--- src/rtl/command_frame_receiver.sv ---
// Byte-stream frame receiver: hunts for SYNC, assembles {SYNC,OPC,ARG,CHK}, emits checked opcode/arg pairs.
// Optional FRAME_STATS_EN adds saturating good_count/err_count outputs.
module command_frame_receiver #(
  parameter logic [7:0]  SYNC_BYTE      = 8'h7E,
  parameter int unsigned TIMEOUT_CYCLES = 16
) (
  input  logic        clk,
  input  logic        reset,
  input  logic [7:0]  rx_data,
  input  logic        rx_valid,
  output logic        rx_ready,
  output logic [7:0]  cmd_out,
  output logic [7:0]  arg_out,
  output logic        cmd_valid,
  input  logic        cmd_ready,
  output logic        frame_err,
  output logic [1:0]  err_code
`ifdef FRAME_STATS_EN
  ,
  output logic [15:0] good_count,
  output logic [15:0] err_count
`endif
);

  typedef enum logic [2:0] {S_HUNT, S_OPC, S_ARG, S_CHK, S_HOLD} state_t;

  localparam logic [15:0] TMO_LAST = 16'(TIMEOUT_CYCLES - 1);

  state_t      r_state, w_next;
  logic [15:0] r_timer;
  logic [7:0]  r_opc, r_arg;
  logic [7:0]  r_cmd, r_argo;
  logic        r_valid, r_ferr;
  logic [1:0]  r_ecode;
  logic        w_accept, w_busy, w_tmo;
  logic        w_good, w_abort_to, w_abort_ck;
  logic [7:0]  w_sum;

  assign rx_ready = (r_state != S_HOLD);
  assign w_accept = rx_valid && rx_ready;
  assign w_busy   = (r_state == S_OPC) || (r_state == S_ARG) || (r_state == S_CHK);
  assign w_tmo    = w_busy && !w_accept && (r_timer == TMO_LAST);
  assign w_sum    = r_opc + r_arg;

  always_comb begin
    w_next     = r_state;
    w_good     = 1'b0;
    w_abort_to = 1'b0;
    w_abort_ck = 1'b0;
    case (r_state)
      S_HUNT: if (w_accept && rx_data == SYNC_BYTE) w_next = S_OPC;
      S_OPC: begin
        if (w_accept)   w_next = S_ARG;
        else if (w_tmo) begin w_next = S_HUNT; w_abort_to = 1'b1; end
      end
      S_ARG: begin
        if (w_accept)   w_next = S_CHK;
        else if (w_tmo) begin w_next = S_HUNT; w_abort_to = 1'b1; end
      end
      S_CHK: begin
        if (w_accept) begin
          if (rx_data == w_sum) begin w_next = S_HOLD; w_good = 1'b1; end
          else begin w_next = S_HUNT; w_abort_ck = 1'b1; end
        end else if (w_tmo) begin
          w_next = S_HUNT; w_abort_to = 1'b1;
        end
      end
      S_HOLD: if (cmd_ready) w_next = S_HUNT;
      default: w_next = S_HUNT;
    endcase
  end

  always_ff @(posedge clk or negedge reset) begin
    if (!reset) begin
      r_state <= S_HUNT;
      r_timer <= '0;
      r_valid <= 1'b0;
      r_cmd   <= '0;
      r_argo  <= '0;
      r_ferr  <= 1'b0;
      r_ecode <= 2'b00;
    end else begin
      r_state <= w_next;
      // Timer restarts on any accepted byte, so entering OPC also clears it
      r_timer <= (w_busy && !w_accept && !w_tmo) ? r_timer + 16'd1 : 16'd0;
      r_ferr  <= w_abort_to || w_abort_ck;
      if (w_abort_to) r_ecode <= 2'b01;
      if (w_abort_ck) r_ecode <= 2'b10;
      if (w_good) begin
        r_valid <= 1'b1;
        r_cmd   <= r_opc;
        r_argo  <= r_arg;
      end else if (r_valid && cmd_ready) begin
        r_valid <= 1'b0;
      end
    end
  end

  always_ff @(posedge clk) begin
    if (w_accept && r_state == S_OPC) r_opc <= rx_data;
    if (w_accept && r_state == S_ARG) r_arg <= rx_data;
  end

  assign cmd_out   = r_cmd;
  assign arg_out   = r_argo;
  assign cmd_valid = r_valid;
  assign frame_err = r_ferr;
  assign err_code  = r_ecode;

`ifdef FRAME_STATS_EN
  logic [15:0] r_good_cnt, r_err_cnt;

  function automatic logic [15:0] sat_inc(input logic [15:0] v);
    return (v == 16'hFFFF) ? v : v + 16'd1;
  endfunction

  always_ff @(posedge clk or negedge reset) begin
    if (!reset) begin
      r_good_cnt <= '0;
      r_err_cnt  <= '0;
    end else begin
      if (r_valid && cmd_ready) r_good_cnt <= sat_inc(r_good_cnt);
      if (r_ferr)               r_err_cnt  <= sat_inc(r_err_cnt);
    end
  end

  assign good_count = r_good_cnt;
  assign err_count  = r_err_cnt;
`endif

endmodule

--- config.mk ---
export PLATFORM = sky130hd
export DESIGN_NAME = command_frame_receiver
export DESIGN_NICKNAME = d
export VERILOG_FILES = /design/src/rtl/command_frame_receiver.sv
export SDC_FILE = /design/constraint.sdc
export NUM_CORES = 1
export LEC_CHECK = 0
export CAP_MARGIN = 20
export CORE_ASPECT_RATIO = 0.75
export CORE_UTILIZATION = 55
export DETAILED_ROUTE_END_ITERATION = 7
export PLACE_DENSITY_LB_ADDON = 0.15
export SYNTH_ARGS = -nofsm -noshare
export SYNTH_HDL_FRONTEND = slang
export SYNTH_SLANG_ARGS = --single-unit
--- constraint.sdc ---
create_clock -name clk -period 7.6 [get_ports clk]
set_clock_uncertainty 0.15 [all_clocks]
set_input_delay 1.52 -clock clk [delete_from_list [all_inputs] [get_ports clk]]
set_output_delay 1.52 -clock clk [all_outputs]
set_load 0.02 [all_outputs]
==> impl_metrics.py <==
metrics = {
    "floorplanning": {
        "rows": 21,
        "die_h_um": 61.3,
        "die_area_um2": 4970,
        "pin_count": 33,
        "start_util_pct": 57.4,
        "die_w_um": 81.0,
        "core_area_um2": 4490,
    },
    "timing": {
        "setup_tns_ns": 0,
        "setup_violations": 0,
        "finalMaxSlewViolations": 0,
        "tightest_slew_ns": 0.857,
        "period_share_pct": 51.7,
        "rsz0062_at_grt": "false",
        "finalHoldViolCount": 0,
        "holdWs_ns": 0.317,
        "relSlewSlack_pct": 42.9,
        "fmax_mhz": 255,
        "layout_min_cycle_time_ns": 3.93,
    },
    "route": {
        "drt_pass1_iterations": 4,
        "routed_wl_um": 4810,
        "vias": 1690,
        "vias_per_cell": 5.60,
        "wl_per_cell_um": 15.9,
        "drt-initial-drc-count": 102,
        "drc": 0,
        "ant_nets": 0,
    },
    "clock_network": {
        "cts_setup_buffers": 0,
        "ctsResizeCount": 0,
        "root_buffer": "clkbuf_8",
        "cts_buffer_depth": 2,
        "clock_latency_ns": 0.31,
        "clkSlewWorstSetupHoldPaths_ns": 0.11,
        "numCtsBuffers": 5,
        "h-tree-depth": 2,
        "numClockSinks": 55,
        "cts_tree": "done",
        "postCtsHoldBufs": 0,
    },
    "worst_setup_path": {
        "crit_arrival_ns": 3.97,
        "crit_chain": "clkdlybuf4s50_1 > xor2_1 > xnor2_1 > and4_1 > o211ai_1 > nor4b_4 > buf_4 > mux2_2",
        "start_kind": "input port",
        "worstPathRequired_ns": 7.64,
        "worstPathMaxFanout": 14,
        "cp-end-kind": "flop",
        "r2r_cells": 9,
        "critPathKind": "input port to flop",
        "cp_slowest_cell": "clkdlybuf4s50_1",
        "critical_path.max_stage_delay_ns": 0.53,
    },
    "logic_synthesis": {
        "synth_fa_ha_area_share_pct": 4.66,
        "synth_area_um2": 2580,
        "synth_top_area_share_pct": 37.9,
        "synth_warnings": 0,
        "synthFlopType": "dfrtp_1",
        "synth_compound_area_share_pct": 6.55,
        "yosys-top-cells-count": "dfrtp_1, nor2_1, edfxtp_1",
        "synth_edf_count": 16,
        "yosys.cell_types.count": 38,
        "synth_cells": 206,
        "syn_area_per_cell_um2": 12.5,
        "muxShareOfSynthArea_pct": 8.16,
        "synthTopCellsByArea": "dfrtp_1, edfxtp_1, xnor2_1",
        "synthMostInstantiatedCell": "dfrtp_1",
        "synth_xor_area_share_pct": 8.50,
        "yosysSeqAreaShare_pct": 56.5,
        "ys_async_sr_fraction_pct": 70.9,
        "synth_simple_gate_area_share_pct": 14.5,
        "synth_top_family_by_area": "simple AND/OR/NAND/NOR gates",
        "syn_nets": 227,
        "synth_seq_cells": 55,
        "synth_top_area_cell": "dfrtp_1",
    },
    "grt": {
        "grt_pass1_vias": 1576,
        "antenna_found_initial": 0,
        "overflow": 0,
        "grt_max_degree": 40,
        "grtUsageTotal_pct": 22.0,
        "grt_pass1_wl_um": 7800,
    },
    "placed_design": {
        "routabilityCongestion": 0.881,
        "portBuffers": 32,
        "placed_area_um2": 2960,
        "dp.cells": 294,
        "dp_hpwl_um": 3450,
    },
    "min_path": {
        "min_path_type": "flop to flop",
        "min_path_cells": 1,
    },
    "cells_and_area": {
        "num-fill-cells": 337,
        "final_cell_area_um2": 3070,
        "nets": 265,
        "final-instance-count-excl-fill": 302,
        "antennaDiodeCount": 0,
        "final_util_pct": 68.4,
        "syn2layout_area_growth_pct": 19.3,
        "drive_gt1_share_pct": 12.2,
    },
    "power_and_ir_drop": {
        "ir_worst_vdd_mv": 0.163,
        "p_leak_uw": 0.00128,
        "powerDensity_nw_per_um2": 220,
    },
    "outcome": {
        "status": "finished, final reports clean",
    },
    "job": {
        "cap_violations": 0,
    },
}
==> placed cells by master, fill, tap and decap left out, types with 3 or more instances in the layout <==
cell type and instances:
clkdlybuf4s50_1 31, nor3_1 4, and3_1 4, edfxtp_1 16, dfrtp_1 39, xor2_1 11
mux2_4 8, mux2_2 8, inv_1 4, xnor2_1 14, ha_1 8, nor2_1 18
a21oi_1 9, nor2b_1 4, o21ai_0 5, nand2_1 12, clkbuf_8 6, nand4_1 4
nand3_1 6, nand4b_1 3, nor4_1 3
==> layer usage <==
layer  vias up  part of all wire, %  wire length [um]  global-route usage (%)
met2        48                   40              1940                    29.9
li1        812                    -                 -                       -
met3         5                  5.1               247                    5.33
met4         0                  1.1                51                    7.40
met1       825                   53              2570                    34.2
met5         -                    0                 0                       0
==> final timing paths <==
kind	slack, ns	to	from
setup / recovery	3.67	arg_out[5]	rx_data[7]
hold / removal	0.32	r_timer[0]	r_timer[0]
setup reg to reg	4.34	arg_out[5]	r_opc[0]
hold reg to reg	0.32	r_timer[0]	r_timer[0]
max in group asynchronous	5.60	cmd_out[1]	reset
min in group asynchronous	1.15	r_timer[3]	reset
==> critical path, delay by kind of cell <==
| family | cells | cell delay [ns] |
|---|---|---|
| buffers and inverters | 2 | 0.87 |
| AND/OR/NAND/NOR | 2 | 0.72 |
| multiplexers | 1 | 0.36 |
| XOR/XNOR | 2 | 0.34 |
| AO/OA/AOI/OAI | 1 | 0.15 |
==> state kept, by name, summed over array words and instances (netlist names) <==
signal     cells
r_timer       16
arg_out        8
cmd_out        8
r_arg          8
r_opc          8
r_state        3
err_code       2
cmd_valid      1
frame_err      1
==> final cells by class <==
cell class | count | area (um^2) | share of cell area, %
repair buffers | 33 | 323 | 10.5
multi-input cells | 145 | 1090 | 35.5
clock buffers | 6 | 82.6 | 2.69
flip-flops and latches | 55 | 1460 | 47.4
inverters | 4 | 15.0 | 0.488
well taps | 57 | 71.3 | 2.32
clock inverters | 2 | 35.0 | 1.14
==> power by group <==
| group | switching [uW] | internal (uW) | total (uW) |
|---|---|---|---|
| logic | 76.5 | 53.2 | 130 |
| clock network | 94.1 | 107 | 201 |
| registers | 16.6 | 330 | 346 |
| total | 187 | 490 | 677 |
==> kinds of logic (layout without fill, tap and decap cells) <==
kind of cell	Yosys count	in the layout
buffers and inverters	6	45
DFF	55	55
AOI/OAI and AO/OA	27	27
adders and majority gates	9	9
muxes	16	16
xor gates and xnor gates	25	25
and+or+nand+nor	68	68
==> metrics by stage <==
stage	total power (uW)	worst slack [ns]
after floorplan	437	4.14
after global placement	479	3.45
after detailed placement	483	3.36
after CTS	683	3.69
after global routing	711	3.56
final	677	3.67
Note: power is estimated with default switching activity, not from simulation.
